$ cat src/rtl/hid_matrix_kbd.sv
// hid_matrix_kbd
//   Keyboard front end for the EP1 interrupt endpoint. Scans a ROWS x COLS
//   key matrix, debounces whole frames, maps pressed keys through an external
//   synchronous keymap ROM into a boot-protocol HID report (ErrorRollOver on
//   overflow) and copies the report into the EP1 buffer on each host poll.
// Ports
//   clk        system clock
//   rst        synchronous active-high reset
//   row        one-hot row drive (registered)
//   line       sampled column lines, 1 = pressed
//   mod_in     modifier byte, copied into report byte 0
//   map_addr   keymap ROM address, key index r*COLS+c (registered)
//   map_code   keymap ROM data, valid 1 clk after map_addr, 0 = unmapped
//   ep1wrdata  EP1 buffer write data (registered)
//   ep1wraddr  EP1 buffer write address (registered)
//   ep1wr      EP1 buffer write strobe, one byte per high cycle (registered)
//   ep1txd     toggles each time the host has taken the buffered report
//   ep1tx      high while the EP1 buffer holds a report not yet sent
module hid_matrix_kbd #(
   parameter int ROWS       = 4,
   parameter int COLS       = 4,
   parameter int SCAN_DIV   = 65536,
   parameter int DEBOUNCE   = 4,
   parameter int REPORT_LEN = 8,
   localparam int N  = ROWS * COLS,
   localparam int IW = (N > 1) ? $clog2(N) : 1
) (
   input  logic            clk,
   input  logic            rst,
   output logic [ROWS-1:0] row,
   input  logic [COLS-1:0] line,
   input  logic [7:0]      mod_in,
   output logic [IW-1:0]   map_addr,
   input  logic [7:0]      map_code,
   output logic [7:0]      ep1wrdata,
   output logic [5:0]      ep1wraddr,
   output logic            ep1wr,
   input  logic            ep1txd,
   output logic            ep1tx
);

   localparam int KEYS = REPORT_LEN - 2;
   localparam int DW   = (SCAN_DIV > 1) ? $clog2(SCAN_DIV) : 1;
   localparam int RB   = 8 * REPORT_LEN;

   typedef enum logic [1:0] {B_IDLE, B_SCAN, B_DONE} bstate_t;
   typedef enum logic       {T_IDLE, T_WRITE}        tstate_t;

   // scanner
   logic [DW-1:0] div_r;
   logic [3:0]    rix_r;
   logic [3:0]    rix_nxt_s;
   logic [N-1:0]  frame_r, prev_r, deb_r, frame_s;
   logic [3:0]    cnt_r, cnt_nxt_s;
   logic          div_last_s;

   // report builder
   bstate_t       b_state_r, b_state_s;
   logic [N-1:0]  snap_r;
   logic [7:0]    mod_r;
   logic [RB-1:0] work_r, report_s, staged_r;
   logic [8:0]    ptr_r, c_r;
   logic          vld_r;
   logic [IW-1:0] pidx_r;
   logic          trig_s, copy_s;

   // EP1 transmitter
   tstate_t       t_state_r, t_state_s;
   logic [RB-1:0] sent_r;
   logic          pend_r, txd_old_r, tog_s, take_s;
   logic [6:0]    wcnt_r;
   logic [7:0]    wbyte_s;

   assign div_last_s = (div_r == DW'(SCAN_DIV - 1));

   // Frame with the active row's lines merged in, next row index, next debounce count
   always_comb begin
      frame_s = frame_r;
      for (int r = 0; r < ROWS; r++) begin
         if (rix_r == 4'(r)) frame_s[r*COLS +: COLS] = line;
         else                frame_s[r*COLS +: COLS] = frame_r[r*COLS +: COLS];
      end
      if (rix_r == 4'(ROWS - 1)) rix_nxt_s = 4'd0;
      else                       rix_nxt_s = rix_r + 4'd1;
      if (cnt_r == 4'(DEBOUNCE)) cnt_nxt_s = cnt_r;
      else                       cnt_nxt_s = cnt_r + 4'd1;
   end

   // Row scanning, frame capture and whole-frame debounce
   always_ff @(posedge clk) begin
      if (rst) begin
         div_r   <= '0;
         rix_r   <= 4'd0;
         row     <= ROWS'(1'b1);
         frame_r <= '0;
         prev_r  <= '0;
         deb_r   <= '0;
         cnt_r   <= 4'd0;
      end else if (div_last_s) begin
         div_r   <= '0;
         frame_r <= frame_s;
         rix_r   <= rix_nxt_s;
         row     <= ROWS'(1'b1) << rix_nxt_s;
         if (rix_r == 4'(ROWS - 1)) begin
            if (frame_s == prev_r) begin
               cnt_r <= cnt_nxt_s;
               if ((cnt_nxt_s == 4'(DEBOUNCE)) && (frame_s != deb_r)) deb_r <= frame_s;
            end else begin
               cnt_r <= 4'd0;
            end
            prev_r <= frame_s;
         end
      end else begin
         div_r <= div_r + DW'(1);
      end
   end

   // A rebuild is owed whenever the matrix or modifiers differ from the last build input,
   // so changes landing mid-build are picked up once the builder returns to idle.
   assign trig_s = (deb_r != snap_r) || (mod_in != mod_r);
   assign copy_s = (b_state_r == B_DONE) && (t_state_r == T_IDLE);

   // Final report: all key slots become ErrorRollOver once more keys than slots are mapped
   always_comb begin
      report_s = work_r;
      for (int k = 0; k < KEYS; k++) begin
         if (ptr_r > 9'(KEYS)) report_s[8*(k+2) +: 8] = 8'h01;
         else                  report_s[8*(k+2) +: 8] = work_r[8*(k+2) +: 8];
      end
   end

   // Builder state register
   always_ff @(posedge clk) begin
      if (rst) b_state_r <= B_IDLE;
      else     b_state_r <= b_state_s;
   end

   // Builder next state
   always_comb begin
      b_state_s = b_state_r;
      case (b_state_r)
         B_IDLE:  if (trig_s) b_state_s = B_SCAN; else b_state_s = B_IDLE;
         B_SCAN:  if (c_r == 9'(N)) b_state_s = B_DONE; else b_state_s = B_SCAN;
         B_DONE:  if (t_state_r == T_IDLE) b_state_s = B_IDLE; else b_state_s = B_DONE;
         default: b_state_s = B_IDLE;
      endcase
   end

   // Builder datapath: ROM address is issued one index ahead of the code being consumed
   always_ff @(posedge clk) begin
      if (rst) begin
         snap_r   <= '0;
         mod_r    <= 8'h00;
         work_r   <= '0;
         ptr_r    <= 9'd0;
         map_addr <= '0;
         c_r      <= 9'd0;
         vld_r    <= 1'b0;
         pidx_r   <= '0;
         staged_r <= '0;
      end else begin
         case (b_state_r)
            B_IDLE: begin
               if (trig_s) begin
                  snap_r   <= deb_r;
                  mod_r    <= mod_in;
                  work_r   <= {{(RB-8){1'b0}}, mod_in};
                  ptr_r    <= 9'd0;
                  map_addr <= '0;
                  c_r      <= 9'd0;
                  vld_r    <= 1'b0;
               end
            end
            B_SCAN: begin
               vld_r  <= (c_r < 9'(N));
               pidx_r <= map_addr;
               c_r    <= c_r + 9'd1;
               if (map_addr != IW'(N - 1)) map_addr <= map_addr + IW'(1);
               if (vld_r && snap_r[pidx_r] && (map_code != 8'h00)) begin
                  for (int k = 0; k < KEYS; k++) begin
                     if (ptr_r == 9'(k)) work_r[8*(k+2) +: 8] <= map_code;
                  end
                  ptr_r <= ptr_r + 9'd1;
               end
            end
            B_DONE: begin
               if (t_state_r == T_IDLE) staged_r <= report_s;
            end
            default: ;
         endcase
      end
   end

   assign tog_s  = (ep1txd != txd_old_r);
   assign take_s = (t_state_r == T_IDLE) && tog_s && pend_r && (staged_r != sent_r);

   // Byte of the sent report selected by the write counter
   always_comb begin
      wbyte_s = 8'h00;
      for (int k = 0; k < REPORT_LEN; k++) begin
         if (wcnt_r == 7'(k)) wbyte_s = sent_r[8*k +: 8];
         else                 wbyte_s = wbyte_s;
      end
   end

   // Transmitter state register
   always_ff @(posedge clk) begin
      if (rst) t_state_r <= T_IDLE;
      else     t_state_r <= t_state_s;
   end

   // Transmitter next state
   always_comb begin
      t_state_s = t_state_r;
      case (t_state_r)
         T_IDLE:  if (take_s) t_state_s = T_WRITE; else t_state_s = T_IDLE;
         T_WRITE: if (wcnt_r == 7'(REPORT_LEN)) t_state_s = T_IDLE; else t_state_s = T_WRITE;
         default: t_state_s = T_IDLE;
      endcase
   end

   // Transmitter datapath; byte 0 goes out on the detection edge, so only idle sees toggles
   always_ff @(posedge clk) begin
      if (rst) begin
         ep1wr     <= 1'b0;
         ep1wraddr <= 6'd0;
         ep1wrdata <= 8'h00;
         ep1tx     <= 1'b0;
         sent_r    <= '0;
         pend_r    <= 1'b0;
         txd_old_r <= ep1txd;
         wcnt_r    <= 7'd0;
      end else begin
         case (t_state_r)
            T_IDLE: begin
               ep1wr <= 1'b0;
               if (tog_s) begin
                  txd_old_r <= ep1txd;
                  if (take_s) begin
                     sent_r    <= staged_r;
                     ep1tx     <= 1'b1;
                     ep1wr     <= 1'b1;
                     ep1wraddr <= 6'd0;
                     ep1wrdata <= staged_r[7:0];
                     wcnt_r    <= 7'd1;
                  end else begin
                     ep1tx <= 1'b0;
                  end
               end
            end
            T_WRITE: begin
               if (wcnt_r < 7'(REPORT_LEN)) begin
                  ep1wr     <= 1'b1;
                  ep1wraddr <= wcnt_r[5:0];
                  ep1wrdata <= wbyte_s;
                  wcnt_r    <= wcnt_r + 7'd1;
               end else begin
                  ep1wr <= 1'b0;
               end
            end
            default: ep1wr <= 1'b0;
         endcase
         // A freshly copied report stays pending even if the host took the previous one this cycle
         if (copy_s)                              pend_r <= 1'b1;
         else if (tog_s && (t_state_r == T_IDLE)) pend_r <= 1'b0;
      end
   end

endmodule

$ cat config.mk
export PLATFORM = sky130hd
export DESIGN_NAME = hid_matrix_kbd
export DESIGN_NICKNAME = d
export VERILOG_FILES = /design/src/rtl/hid_matrix_kbd.sv
export SDC_FILE = /design/constraint.sdc
export NUM_CORES = 1
export LEC_CHECK = 0
export CAP_MARGIN = 10
export CORE_UTILIZATION = 30
export CTS_CLUSTER_SIZE = 28
export DETAILED_ROUTE_END_ITERATION = 10
export SLEW_MARGIN = 25
export SYNTH_ARGS = -nofsm -noshare
export SYNTH_HDL_FRONTEND = slang
export SYNTH_SLANG_ARGS = --single-unit
$ cat constraint.sdc
create_clock -name clk -period 8.2 [get_ports clk]
set_input_delay 2.05 -clock clk [delete_from_list [all_inputs] [get_ports clk]]
set_output_delay 2.05 -clock clk [all_outputs]
set_load 0.005 [all_outputs]
; Yosys cells after proc, flatten, opt, wreduce, memory -nomap -nowiden
; Cells that the tools add are included.
[word_totals]
elab_cells = 188
ff_bits = 315
[op_classes]
reduce_logical = 34
n_shift = 1
n_mux = 68
n_bitwise = 1
magnitude_cmp = 4
add_sub_neg = 7
eq_ne = 42
[ops]
columns = operator, n
row1 = $mux W8, 23
row2 = $pmux W48 S2, 1
row3 = $mux W64, 1
row4 = $ne A56 B56 Y1, 1
row5 = $mux W48, 1
row6 = $mux W4, 9
row7 = $pmux W9 S2, 2
row8 = $ne A16 B16 Y1, 2
row9 = $eq A7 B3 Y1 const B, 4
row10 = $reduce_and A4 Y1, 7
row11 = $ne A2 B2 Y1 const B, 12
row12 = $mux W7, 3
row13 = $add A9 B1 Y9 const B, 2
row14 = $eq A9 B2 Y1 const B, 2
row15 = $eq A9 B3 Y1 const B, 2
row16 = $mux W6, 3
row17 = $mux W9, 2
row18 = $add A16 B1 Y16 const B, 1
row19 = $eq A16 B16 Y1, 1
row20 = $eq A16 B16 Y1 const B, 1
row21 = $pmux W8 S2, 1
row22 = $eq A7 B2 Y1 const B, 2
row23 = $pmux W7 S2, 1
row24 = $add A4 B1 Y4 const B, 3
row25 = 38 further kinds, 70

; Depth between registers and ports, before layout
; Gate-level depths: netlist of the first run.
[logic_depth]
ltp_word = 11
depth_mapped = 11

; Worst setup path before layout of the first run
; OpenSTA, ideal clock, no wires.
[synth_timing]
path_kind = input port to flip-flop
startpoint = input line[2]
endpoint = register deb_r[7]
required_ns = 8.062
setup_time_ns = 0.138
path_stages = 9
arrival_time_ns = 4.001
setup_slack_ns = 4.062
path_cell_list = clkbuf_1 -> xnor2_1 -> nor2_1 -> a2111oi_0 -> nand4_1 -> nor4_4 -> buf_4 -> nand3_1 -> nor3b_2
[synth_via]
elab_chain_cells = 4
[synth_lines]
columns = element, line
row1 = from (decl), 31  ; input logic [COLS-1:0] line,
row2 = $mux W4, 80  ; if (rix_r == 4'(r)) frame_s[r*COLS +: COLS] = line;
row3 = $ne A16 B16 Y1, 107  ; if ((cnt_nxt_s == 4'(DEBOUNCE)) && (frame_s != deb_r)) deb_r <= frame_s;
row4 = $logic_and A1 B1 Y1, 107
row5 = $reduce_and A4 Y1 (no source line) *, --
row6 = to (signal assigned), 107
row7 = to (decl), 53  ; logic [N-1:0] frame_r, prev_r, deb_r, frame_s;
; Mark *: on every way between the ends. The rest lies on a longest branch, timed or not.
; A chain may end at the register's enable or synchronous reset.

; Final worst setup path of the first run
[layout_timing]
startpoint = input mod_in[2]
endpoint = register ptr_r[6]
[layout_via]
elab_chain_cells = 4
[layout_lines]
columns = element, line
row1 = from (decl), 32  ; input logic [7:0] mod_in,
row2 = $ne A8 B8 Y1, 120  ; assign trig_s = (deb_r != snap_r) || (mod_in != mod_r);
row3 = $logic_or A1 B1 Y1, 120
row4 = $ne A2 B2 Y1 (no source line), --
row5 = $reduce_and A3 Y1 (no source line), --
row6 = to (signal assigned), 183  ; ptr_r <= ptr_r + 9'd1;
row7 = to (decl), 62  ; logic [8:0] ptr_r, c_r;
; No other way between the ends.

==> results summary, run 1 <==
The critical path goes through clkdlybuf4s50_1 > xnor2_1 > nand4_1 > nor4_1 > a211o_2 > nand2_1 > a311oi_1 > a41o_1. The path length in cells of the critical path is 8. The count of clock tree sinks came out at 315.

The most used flip-flop cell after synthesis is dfxtp_1. The routed via count divided by cell count is 5.16. The leakage dissipation came out at between 6 and 7 nW. After clock tree synthesis, the clock-pin slew on the worst setup and hold paths is roughly 60 ps. The detailed-router iteration count before antenna repair came out at 5. The total global routing overflow came out at 0. Setup repair after global routing left no endpoint under its margin.

The data required time at the worst endpoint came out at about 8700 ps. The area of the mapped netlist came out at 14,700 sq um. The slowest stage of the critical path is the a211o_2 cell. The sum of negative setup slack is 0 ps. The top cell type's share of synthesized area came out at 0.429. The proportion of power drawn by combinational gates came out at 0.039.

Grouping stages by cell kind, the critical path spends the most delay in compound AO/OA/AOI/OAI gates. Counting every instance in the synthesized netlist gives 1,650. The buffer levels on the longest clock path came out at 3. The number of cell instances on the worst register-to-register path came out at 8. Across every metal layer, demand over resource in global routing totals 0.158. The run finished with clean final reports. The total inserted antenna cells is 0. The later pin in the worst-skew pair is clocked with a latency of 530 ps. The final core utilization is 0.348. The clock tree from TritonCTS is yes. Gates resized during post-CTS repair numbered 0. Data on the critical path arrives at its endpoint at around 5500 ps. The fraction of final layout cells with drive strength greater than 1 came out at 0.0616. The total buffers and inverters traversed by the critical path is 1. The vertical die dimension came out at ~220 um. The core area came out at roughly 48,000 sq um. The part of the total power dissipated in the clock network came out at 0.481. Leaving out fill and tap cells, the most frequent cell in the layout is dfxtp_1. The internal portion of the total power is 2.51 mW.

Of the synthesized area, sequential elements account for 0.431. In this run the number of H-tree levels came out at 2. The worst setup path is launched from an input pin.

The final cycle utilization of the critical path came out at 0.612. The area growth from synthesis to layout is 13.8%. The startpoint identified for the worst register-to-register timing path is sent_r[39].

Following the worst setup path forward leads to its endpoint at ptr_r[6]. Across all hold checks on the routed design, the worst slack comes to 456 ps. The number of different library cells in the post-synthesis netlist came out at 72. The top cell types in the final layout, fill and taps aside, are dfxtp_1, nor2_1, mux2i_1, nand2_1, xnor2_1.

The worst slew slack as a fraction of its limit came out at 0.315. The final hold violation count is 0. In this run the worst setup path begins at mod_in[2].

The largest net degree at the start of global routing is 110. The floorplan die width came out at 223 um. The worst register-to-register path ends at ep1wrdata[4].

The post-layout minimum cycle time is 5020 ps. The transition time of the tightest slew-check pin came out at 1030 ps. Across the VDD grid, the largest voltage drop is 0.121 mV. The count of final setup violators is 0. The number of buffers created by CTS is 36. By startpoint and endpoint, the worst setup path is classified as in2reg. The weighted congestion at the end of routability-driven global placement came out at approximately 0.88. The post-route antenna net violation count came out at 0. The number of setup buffers added after CTS is 0. The first global-routing pass estimated 63.0 mm of wire. The number of buffer cells added on primary ports came out at 46. The count of flip-flops with a built-in enable after synthesis is 1.

The number of global-route vias before repair came to 11,000. Summed over all nets, the switching power comes to 0.732 mW. The initial utilization of the core area, before any placement, comes to 0.306. The sequential cell fraction of total power is 0.480. The fill cell instance count of the final layout is 4,837. The number of core rows is 80. In the routed design, unresolved DRC markers number 0. The maximum operating frequency came out at approximately 200 MHz. Across the routed clock network, the largest skew measured is 16.7 ps.

The path class of the tightest hold or removal check is reg2reg. The number of buffers inserted by hold repair at cts came out at 0. The total count of max-transition violations in the final report was 0. The minimum setup slack among reg-to-reg paths is ~4600 ps.

Pin placement for this block handled 47 I/O pins. The total via count in the routed design is 11,700. The number of antenna violations at the first check in global routing came out at 0.

In this run the worst path has a maximum fanout of 43. The proportion of synthesized flip-flops having asynchronous set or reset came out at 0. The placed wire-length estimate is about 27 mm.

Summed over all layers, the routed wires come to 40.2 mm. After synthesis, the cell types taking the most area are dfxtp_1, mux2i_1, nor2_1, xnor2_1, a21oi_1. The mean instance size in the synthesized netlist came out at 8.89 sq um. The count of state elements after synthesis is 315. The count of yosys warnings during synthesis is 0. The reported max-cap violation count came out at 0. The power per cell area is ~200 nW/um^2. The tree is rooted in a clkbuf_16.

The die footprint came out at 49,800 sq um. Dividing the detail-routed wire length by the instance count gives 17.7 um. The number of nets in the finished design is 1,672. On the worst path, the slowest cell contributes a delay of 950 ps. Of the total power, the share spent switching nets is 0.225. The detailed router's first-iteration violation count is 921. The worst setup path is captured at a flip-flop. The biggest area contributor in the post-synthesis netlist is dfxtp_1. The net count of the mapped netlist came out at around 1,700.
[per-layer routing]
metal	global-route usage	part of all wire	wire length (um)
met1	0.216	0.46	18500
met2	0.257	0.47	18700
met3	0.0238	0.050	2020
met4	0.0474	0.023	935
met5	0	0	0
[cell families (layout without fill, tap and decap cells)]
logic type / after synthesis / after routing / synth area share
AND/OR/NAND/NOR: 591 / 591 / 0.192
buffers and inverters: 158 / 164 / 0.0425
flip-flops: 315 / 315 / 0.431
XOR/XNOR: 129 / 129 / 0.0770
AO/OA/AOI/OAI: 293 / 293 / 0.139
multiplexers: 146 / 146 / 0.103
adder cells (fa/ha/maj): 18 / 18 / 0.0154
[worst min-delay path by stage]
stage	from	to	slack [ps]	cells after the start
detailed placement	row[2]	row[2]	450	2
finish	row[2]	row[2]	460	2
global route	prev_r[15]	prev_r[15]	490	2
CTS	row[2]	row[2]	460	2
floorplan	div_r[0]	div_r[0]	440	1
global placement	row[2]	row[2]	440	2
[state kept, by name, indices dropped and copies added, names as in the netlist, 16 cells and up]
| register | flops |
|---|---|
| div_r | 16 |
| prev_r | 16 |
| sent_r | 56 |
| deb_r | 16 |
| frame_r | 16 |
| staged_r | 56 |
| snap_r | 16 |
| work_r | 56 |
[Yosys cell counts (5+ instances only)]
master,instances
dfxtp_1,314
nor2_1,288
mux2i_1,141
nand2_1,99
xnor2_1,99
a21oi_1,98
clkbuf_1,87
a22oi_1,47
inv_1,41
nand3_1,39
nand4_1,33
xor2_1,30
a211oi_1,26
and3_1,25
ha_1,18
a31oi_1,17
nand2b_1,17
a221oi_1,15
buf_1,14
o21ai_0,14
and2_1,12
buf_2,12
nor3_1,12
nor3b_2,11
nor4_1,11
nor2b_1,10
a311oi_1,9
nor3b_1,9
o22ai_1,8
a222oi_1,7
o211ai_1,6
o221a_2,6
a2111oi_0,5
a21boi_0,5
[through the flow]
step / std cells / setup slack [ps] / instance area (sq um) / power, mW
after detailed placement: 2207 / 2690 / 15500 / 1.72
after global placement: 2206 / 2730 / 15500 / 1.71
final: 2271 / 3180 / 16700 / 3.25
after global routing: 2271 / 2960 / 16700 / 3.35
after floorplan: 1650 / 4060 / 14700 / 1.67
after CTS: 2270 / 3230 / 16700 / 3.28
[layout make-up]
| type | count | area [sq um] | area share |
|---|---|---|---|
| inverters | 42 | 158 | 0.00944 |
| well taps | 615 | 769 | 0.0461 |
| clock buffers | 53 | 1020 | 0.0609 |
| clock inverters | 10 | 115 | 0.00689 |
| multi-input cells | 1177 | 7760 | 0.465 |
| flip-flops and latches | 315 | 6320 | 0.378 |
| repair buffers | 59 | 566 | 0.0339 |
[worst register-to-register path, delay by kind of cell, from the launching register on]
family | cells | cell delay (ps)
flops | 1 | 360
xor+xnor | 1 | 290
simple gates | 4 | 1680
buf+inv | 1 | 630
compound gates | 2 | 530
[power groups by stage]
stage,Sequential (mW),Combinational [mW],Clock (mW)
after floorplan,1.59,0.0868,0
after global placement,1.59,0.125,0
after detailed placement,1.59,0.127,0
after CTS,1.56,0.127,1.60
after global routing,1.56,0.138,1.66
final,1.56,0.126,1.56
Note: power is estimated with default switching activity, not from simulation.
==> inputs of run 2 (changes only) <==
==> constraint.sdc (replaced) <==
create_clock -name clk -period 5.05 [get_ports clk]
set_input_delay 1.2625 -clock clk [delete_from_list [all_inputs] [get_ports clk]]
set_output_delay 1.2625 -clock clk [all_outputs]
set_load 0.005 [all_outputs]
==> results summary, run 2 (synthesized netlist as in run 1, its figures left out) <==
The run finished with clean final reports. The post-placement cell area came out at 15,600 sq um (+0.56%). The data required time at the worst endpoint came out at 5500 ps (-3160 ps). The post-route antenna net violation count was 0 (unchanged). The worst ir drop on vdd came out at 0.185 mV (+52%).

The wire length per cell after detailed routing came out at 17.6 um (-0.84%). The number of buffer cells added on primary ports is 46 (unchanged). The fraction of final layout cells with drive strength greater than 1 is 0.0651 (+0.00351). The total via count in the routed design was 11,800 (+0.82%). The library cells used most frequently in the layout, excluding fill and tap cells, are dfxtp_1, nor2_1, mux2i_1, nand2_1, xnor2_1. The number of cells on the worst hold path came out at 2 (unchanged). The vertical die dimension came out at 223 um (unchanged). The number of top-level pins was 47 (unchanged). The starting density of the core is 0.306 (unchanged). The highest net fanout along the worst path came to 24 (-44%). The cell-internal power is 4.05 mW (+61%). Setup repair after global routing left no endpoint under its margin. The number of global-route vias before repair is 11,200 (+1.9%). The proportion of power drawn by combinational gates came out at 0.040 (about the same).

The hold path endpoint is row[2]. The number of setup buffers added after CTS is 0 (unchanged). The total inserted antenna cells was 0 (unchanged). The floorplan die width came to 223 um (unchanged). The core area came to 47,900 sq um (unchanged). In this run the critical register-to-register path is captured at deb_r[1]. The placed wire-length estimate came out at 27.1 mm (+0.86%).

The number of core rows came out at 80 (unchanged). The class of the most critical setup path is in2reg. The sum of negative setup slack is 0 ps (unchanged).

The clock tree from TritonCTS is yes. The worst setup path is captured at a flip-flop. The largest net degree at the start of global routing is 117 (+6.4%).

The detailed-router iteration count before antenna repair came out at 5 (unchanged). The maximum level of the CTS H-tree came to 2 (unchanged). The number of cell instances on the worst register-to-register path came to 10 (+2). The number of cells upsized or downsized after cts is 0 (unchanged). The total global routing track utilization was 0.159 (about the same). The clock network latency to the later pin of the worst-skew pair came out at 540 ps (about the same). The number of buffers created by CTS came to 36 (unchanged). The most common cell after layout, fill and taps aside is dfxtp_1.

The cell at the root of the clock tree is clkbuf_16. The final core utilization came to 0.349 (+0.000809). The cell area after layout came out at 16,700 sq um (+0.23%). The net switching power is 1.16 mW (+58%). The wire length of the first global-routing pass was 63.1 mm (+0.12%).

The placed instance count came out at 2,217 (+0.45%). The count of final setup violators was 0 (unchanged). The worst path setup slack after routing is 1350 ps (-1830 ps). The maximum operating frequency is 270 MHz. The total global routing overflow came out at 0 (unchanged). The sequential cell fraction of total power came out at 0.486 (+0.006). The reported max-cap violation count was 0 (unchanged). The clock input transition at the sequential cells of the worst setup and hold paths came out at 60 ps (about the same).

The routed design could run at a clock period as short as 3700 ps. The setup skew after layout is 20.5 ps (+3.78 ps). The detailed router's first-iteration violation count is 781 (-15%). The wire length reported by the detailed router came out at 39.9 mm (-0.71%). The signal arrival time at the worst endpoint is 4150 ps (-1330 ps). The worst hold path begins at row[2]. The final standard cell count with taps included and fillers excluded was 2,274 (+0.13%). The number of nets in the finished design is 1,681 (+0.54%). The die footprint came out at 49,800 sq um (unchanged). The routed via count divided by cell count is 5.20 (+0.69%). The weighted congestion at the end of routability-driven global placement is 0.888 (+1.2%). The area growth from synthesis to final layout came out at 14.1%. The number of remaining DRC errors came to 0 (unchanged). The buffer levels on the longest clock path is 3 (unchanged). The switching portion of total power is 0.222 (-0.00304).

In this run the critical register-to-register path is launched from rix_r[0]. The path class of the tightest hold or removal check is reg2reg. Dividing the final minimum period by the clock period gives 0.733. The power per cell area came out at 311 nW/um^2 (+60%). The final hold violation count came out at 0 (unchanged). The transition time of the tightest slew-check pin came out at 1020 ps (-4.43 ps).

The largest registers in the layout are sent_r (56), staged_r (56), work_r (56). The worst setup path is launched from an input pin. The worst slew slack as a fraction of its limit is 0.314 (about the same). The post-place setup slack came out at 843 ps (-1850 ps). The total count of max-transition violations in the final report was 0 (unchanged). The minimum setup slack among reg-to-reg paths came out at 1770 ps (-2820 ps).

The number of antenna violations at the first check in global routing came out at 0 (unchanged). The leakage dissipation came out at 6.26 nW (+0.61%). The part of the total power dissipated in the clock network is 0.474 (-0.007). The number of buffers inserted by hold repair at cts is 0 (unchanged). The count of clock tree sinks is 315 (unchanged).
-- run 2: changes by cell type in the layout (fill, tap and decap cells not counted), sizes merged --
cell / before / now
clkbuf: 54 / 53
clkinv: 4 / 2
inv: 43 / 44
bufinv: 2 / 1
clkinvlp: 3 / 0
buf: 13 / 22
-- run 2: cell type report --
class | count | area [sq um]
fill | 4906 | 31200
inverter | 42 | 158
timing repair buffer | 68 | 642
tap | 615 | 769
sequential | 315 | 6320
clock buffer | 52 | 1030
multi-input combinational | 1177 | 7760
clock inverter | 5 | 61.3
-- run 2: worst max-delay path by stage --
stage | startpoint | endpoint | depth (start not counted)
after global routing | line[0] | deb_r[1] | 9
after CTS | line[0] | deb_r[1] | 9
after detailed placement | line[0] | deb_r[1] | 9
after floorplan | line[2] | deb_r[7] | 9
final | line[0] | deb_r[1] | 9
after global placement | line[0] | deb_r[6] | 9
-- run 2: critical path: stages --
cell and delay [ps]:
clkdlybuf4s50_1 730, inv_1 280, and3_1 230, nor4_1 330, nand4_1 280, nor4_4 340
buf_4 310, nand2_2 180, a21boi_0 210
-- run 2: stage by stage --
stage / power [mW] / hold slack [ps]
finish: 5.21 / 453
global route: 5.37 / 491
CTS: 5.27 / 454
detailed placement: 2.79 / 446
global placement: 2.79 / 443
floorplan: 2.72 / 438
-- run 2: metal layers --
layer | wire (um) | global-route usage
met3 | 2030 | 0.0229
met4 | 760 | 0.0425
met5 | 0 | 0
met2 | 18900 | 0.264
met1 | 18300 | 0.213
-- run 2: power by group through the flow --
stage          Combinational, mW  Sequential, mW  Clock (mW)
2_1_floorplan              0.141            2.58           0
3_3_place_gp               0.205            2.58           0
3_5_place_dp               0.210            2.58           0
4_1_cts                    0.210            2.53        2.53
5_1_grt                    0.227            2.53        2.62
6_report                   0.208            2.53        2.47
==> inputs of run 3 (changes only) <==
==> constraint.sdc (replaced) <==
create_clock -name clk -period 3.8 [get_ports clk]
set_input_delay 0.95 -clock clk [delete_from_list [all_inputs] [get_ports clk]]
set_output_delay 0.95 -clock clk [all_outputs]
set_load 0.005 [all_outputs]
==> results summary, run 3 (synthesized netlist as in run 1, its figures left out) <==
The flow ran to the end, and the final reports show no timing, DRC or antenna violations. The total inserted antenna cells came to 0 (unchanged). The core area came out at 47,900 sq um (unchanged). The number of cells on the worst hold path came out at 2 (unchanged). The minimum setup slack among reg-to-reg paths is 410 ps (-1360 ps). In the final layout, the registers with the most flip-flops are sent_r (56), staged_r (56), work_r (56). The class of the most critical setup path is reg2reg. The clock tree from TritonCTS is yes. The part of the total power dissipated in the clock network is 0.484 (+0.010). The count of final setup violators is 0 (unchanged). In the layout the commonest cells are dfxtp_1, nor2_1, mux2i_1, nand2_1, xnor2_1.

The number of antenna violations at the first check in global routing is 0 (unchanged). The largest net degree at the start of global routing is 108 (-7.7%). The family of cells with the greatest summed delay on the critical path is simple AND/OR/NAND/NOR gates. Setup repair after global routing left no endpoint under its margin. The starting density of the core came out at 0.306 (unchanged). The highest net fanout along the worst path came out at 24 (unchanged). The number of core rows came out at 80 (unchanged).

The setup skew after layout came out at 27.0 ps (+6.56 ps). The path with the worst hold slack has its endpoint at row[3]. The placed wire-length estimate is 27.8 mm (+2.3%). The number of buffers inserted by hold repair at cts is 0 (unchanged). The buffer levels on the longest clock path is 3 (unchanged).

The worst slack on hold paths is 454 ps (+0.993 ps). The cell at the root of the clock tree is clkbuf_16. The maximum level of the CTS H-tree came out at 2 (unchanged). The cell-internal power came out at 5.45 mW (+35%).

The detailed router's first-iteration violation count came to 964 (+23%). The data required time at the worst endpoint came out at 4260 ps (-1240 ps). The total global routing track utilization came out at 0.162 (+0.00323). Based on the critical path, the design can be clocked at up to between 200 and 300 MHz.

The clock input transition at the sequential cells of the worst setup and hold paths is 60 ps (about the same). The power per cell area is 417 nW/um^2 (+34%). The wire length reported by the detailed router is 40.5 mm (+1.5%). The critical path goes through ha_1 > nor3b_2 > nor2_1 > a2111oi_0 > nand4_1 > nor4_4 > buf_12 > nand2_2 > a21boi_0.

The post-place setup slack was 137 ps (-706 ps). The worst path setup slack after routing came out at 411 ps (-939 ps). The routed via count divided by cell count came out at 5.17 (-0.54%). The total count of max-transition violations in the final report is 0 (unchanged). The total power came out at 7.05 mW (+36%).

The number of buffers created by CTS came out at 36 (unchanged). The wire length of the first global-routing pass came out at 64.6 mm (+2.3%). The number of nets in the finished design is 1,694 (+0.77%). The total global routing overflow is 0 (unchanged). The worst hold path class is reg2reg. The switching portion of total power is 0.227 (+0.00453).

The area growth from synthesis to layout is 15.4%. The final standard cell count with taps included and fillers excluded came out at 2,293 (+0.84%). The fraction of final layout cells with drive strength greater than 1 is 0.0775 (+0.0124). The post-placement cell area came out at 15,800 sq um (+0.78%). The number of cell instances on the worst register-to-register path came to 9 (-1). The cell area after layout came out at 16,900 sq um (+1.1%).

The startpoint identified for the worst register-to-register timing path is rix_r[0]. The number of global-route vias before repair was 11,400 (+1.3%). In this run the most critical hold path is launched from row[3].

The worst ir drop on vdd is 0.296 mV (+60%). The die footprint came out at 49,800 sq um (unchanged). The number of top-level pins is 47 (unchanged).

The number of cells upsized or downsized after cts is 0 (unchanged). The number of remaining DRC errors is 0 (unchanged). The sum of negative setup slack is 0 ps (unchanged). The slowest stage of the critical path belongs to the cell nor3b_2.

The final core utilization is 0.353 (+0.00389). The vertical die dimension is 223 um (unchanged). The count of clock tree sinks came out at 315 (unchanged). The wire length per cell after detailed routing came to 17.7 um (+0.70%). The leakage dissipation is 6.37 nW (+1.7%). The signal arrival time at the worst endpoint is 3850 ps (-300 ps).

The floorplan die width came to 223 um (unchanged). The number of setup buffers added after CTS is 0 (unchanged). The total via count in the routed design came out at 11,900 (+0.30%). The total buffers and inverters traversed by the critical path came out at 1 (-2). The proportion of power drawn by combinational gates is 0.040 (about the same).

The net switching power came out at 1.60 mW (+38%). The sequential cell fraction of total power is 0.477 (-0.009). The capturing element type of the critical path is a flip-flop. The clock network latency to the later pin of the worst-skew pair came out at 540 ps (about the same). The number of buffer cells added on primary ports came out at 46 (unchanged). The worst slew slack as a fraction of its limit is 0.427 (+0.113). Leaving out fill and tap cells, the most frequent cell in the layout is dfxtp_1. The post-route antenna net violation count is 0 (unchanged). The reported max-cap violation count is 0 (unchanged).

The post-layout minimum cycle time is between 3000 and 4000 ps. The weighted congestion at the end of routability-driven global placement came out at 0.834 (-6.0%). The placed instance count is 2,230 (+0.59%). The type of origin of the critical path is a flip-flop. The transition time of the tightest slew-check pin is 859 ps (-164 ps).

The fill cell instance count of the final layout came out at 4,825 (-1.7%). The final hold violation count came out at 0 (unchanged). The largest stage delay on the critical path came out at 720 ps (about the same). The endpoint of the worst-slack reg-to-reg timing path is deb_r[11]. The final cycle utilization of the critical path came out at 0.892. The detailed-router iteration count before antenna repair came out at 5 (unchanged).
==> run 3: worst max-delay path by stage <==
stage / from / slack, ps / cells after the start / end
2_1_floorplan: line[2] / 760 / 9 / deb_r[7]
3_3_place_gp: line[2] / 170 / 9 / deb_r[4]
3_5_place_dp: line[2] / 140 / 9 / deb_r[11]
4_1_cts: rix_r[0] / 490 / 9 / deb_r[1]
5_1_grt: rix_r[0] / 160 / 10 / deb_r[11]
6_report: rix_r[0] / 410 / 9 / deb_r[11]
==> run 3: worst min-delay path, cell delays in order, from the launching register on <==
cell and delay [ps]:
dfxtp_1 310, nand2_1 50, a21oi_1 50
==> run 3: power groups by stage <==
| stage | sequential [mW] | clock, mW | combinational (mW) |
|---|---|---|---|
| finish | 3.36 | 3.41 | 0.282 |
| global route | 3.36 | 3.64 | 0.306 |
| CTS | 3.36 | 3.50 | 0.284 |
| detailed placement | 3.43 | 0 | 0.284 |
| global placement | 3.43 | 0 | 0.280 |
| floorplan | 3.42 | 0 | 0.187 |
==> run 3: layout make-up <==
type / instances / area [sq um] / area share
timing repair buffer: 81 / 764 / 0.0452
tap: 615 / 769 / 0.0455
inverter: 42 / 158 / 0.00932
multi-input combinational: 1177 / 7750 / 0.458
clock buffer: 51 / 1060 / 0.0626
sequential: 315 / 6320 / 0.373
clock inverter: 12 / 105 / 0.00621
==> run 3: layer usage <==
layer	wire (um)	global-route usage
met5	0	0
met4	812	0.0394
met3	1780	0.0220
met2	19400	0.275
met1	18500	0.215
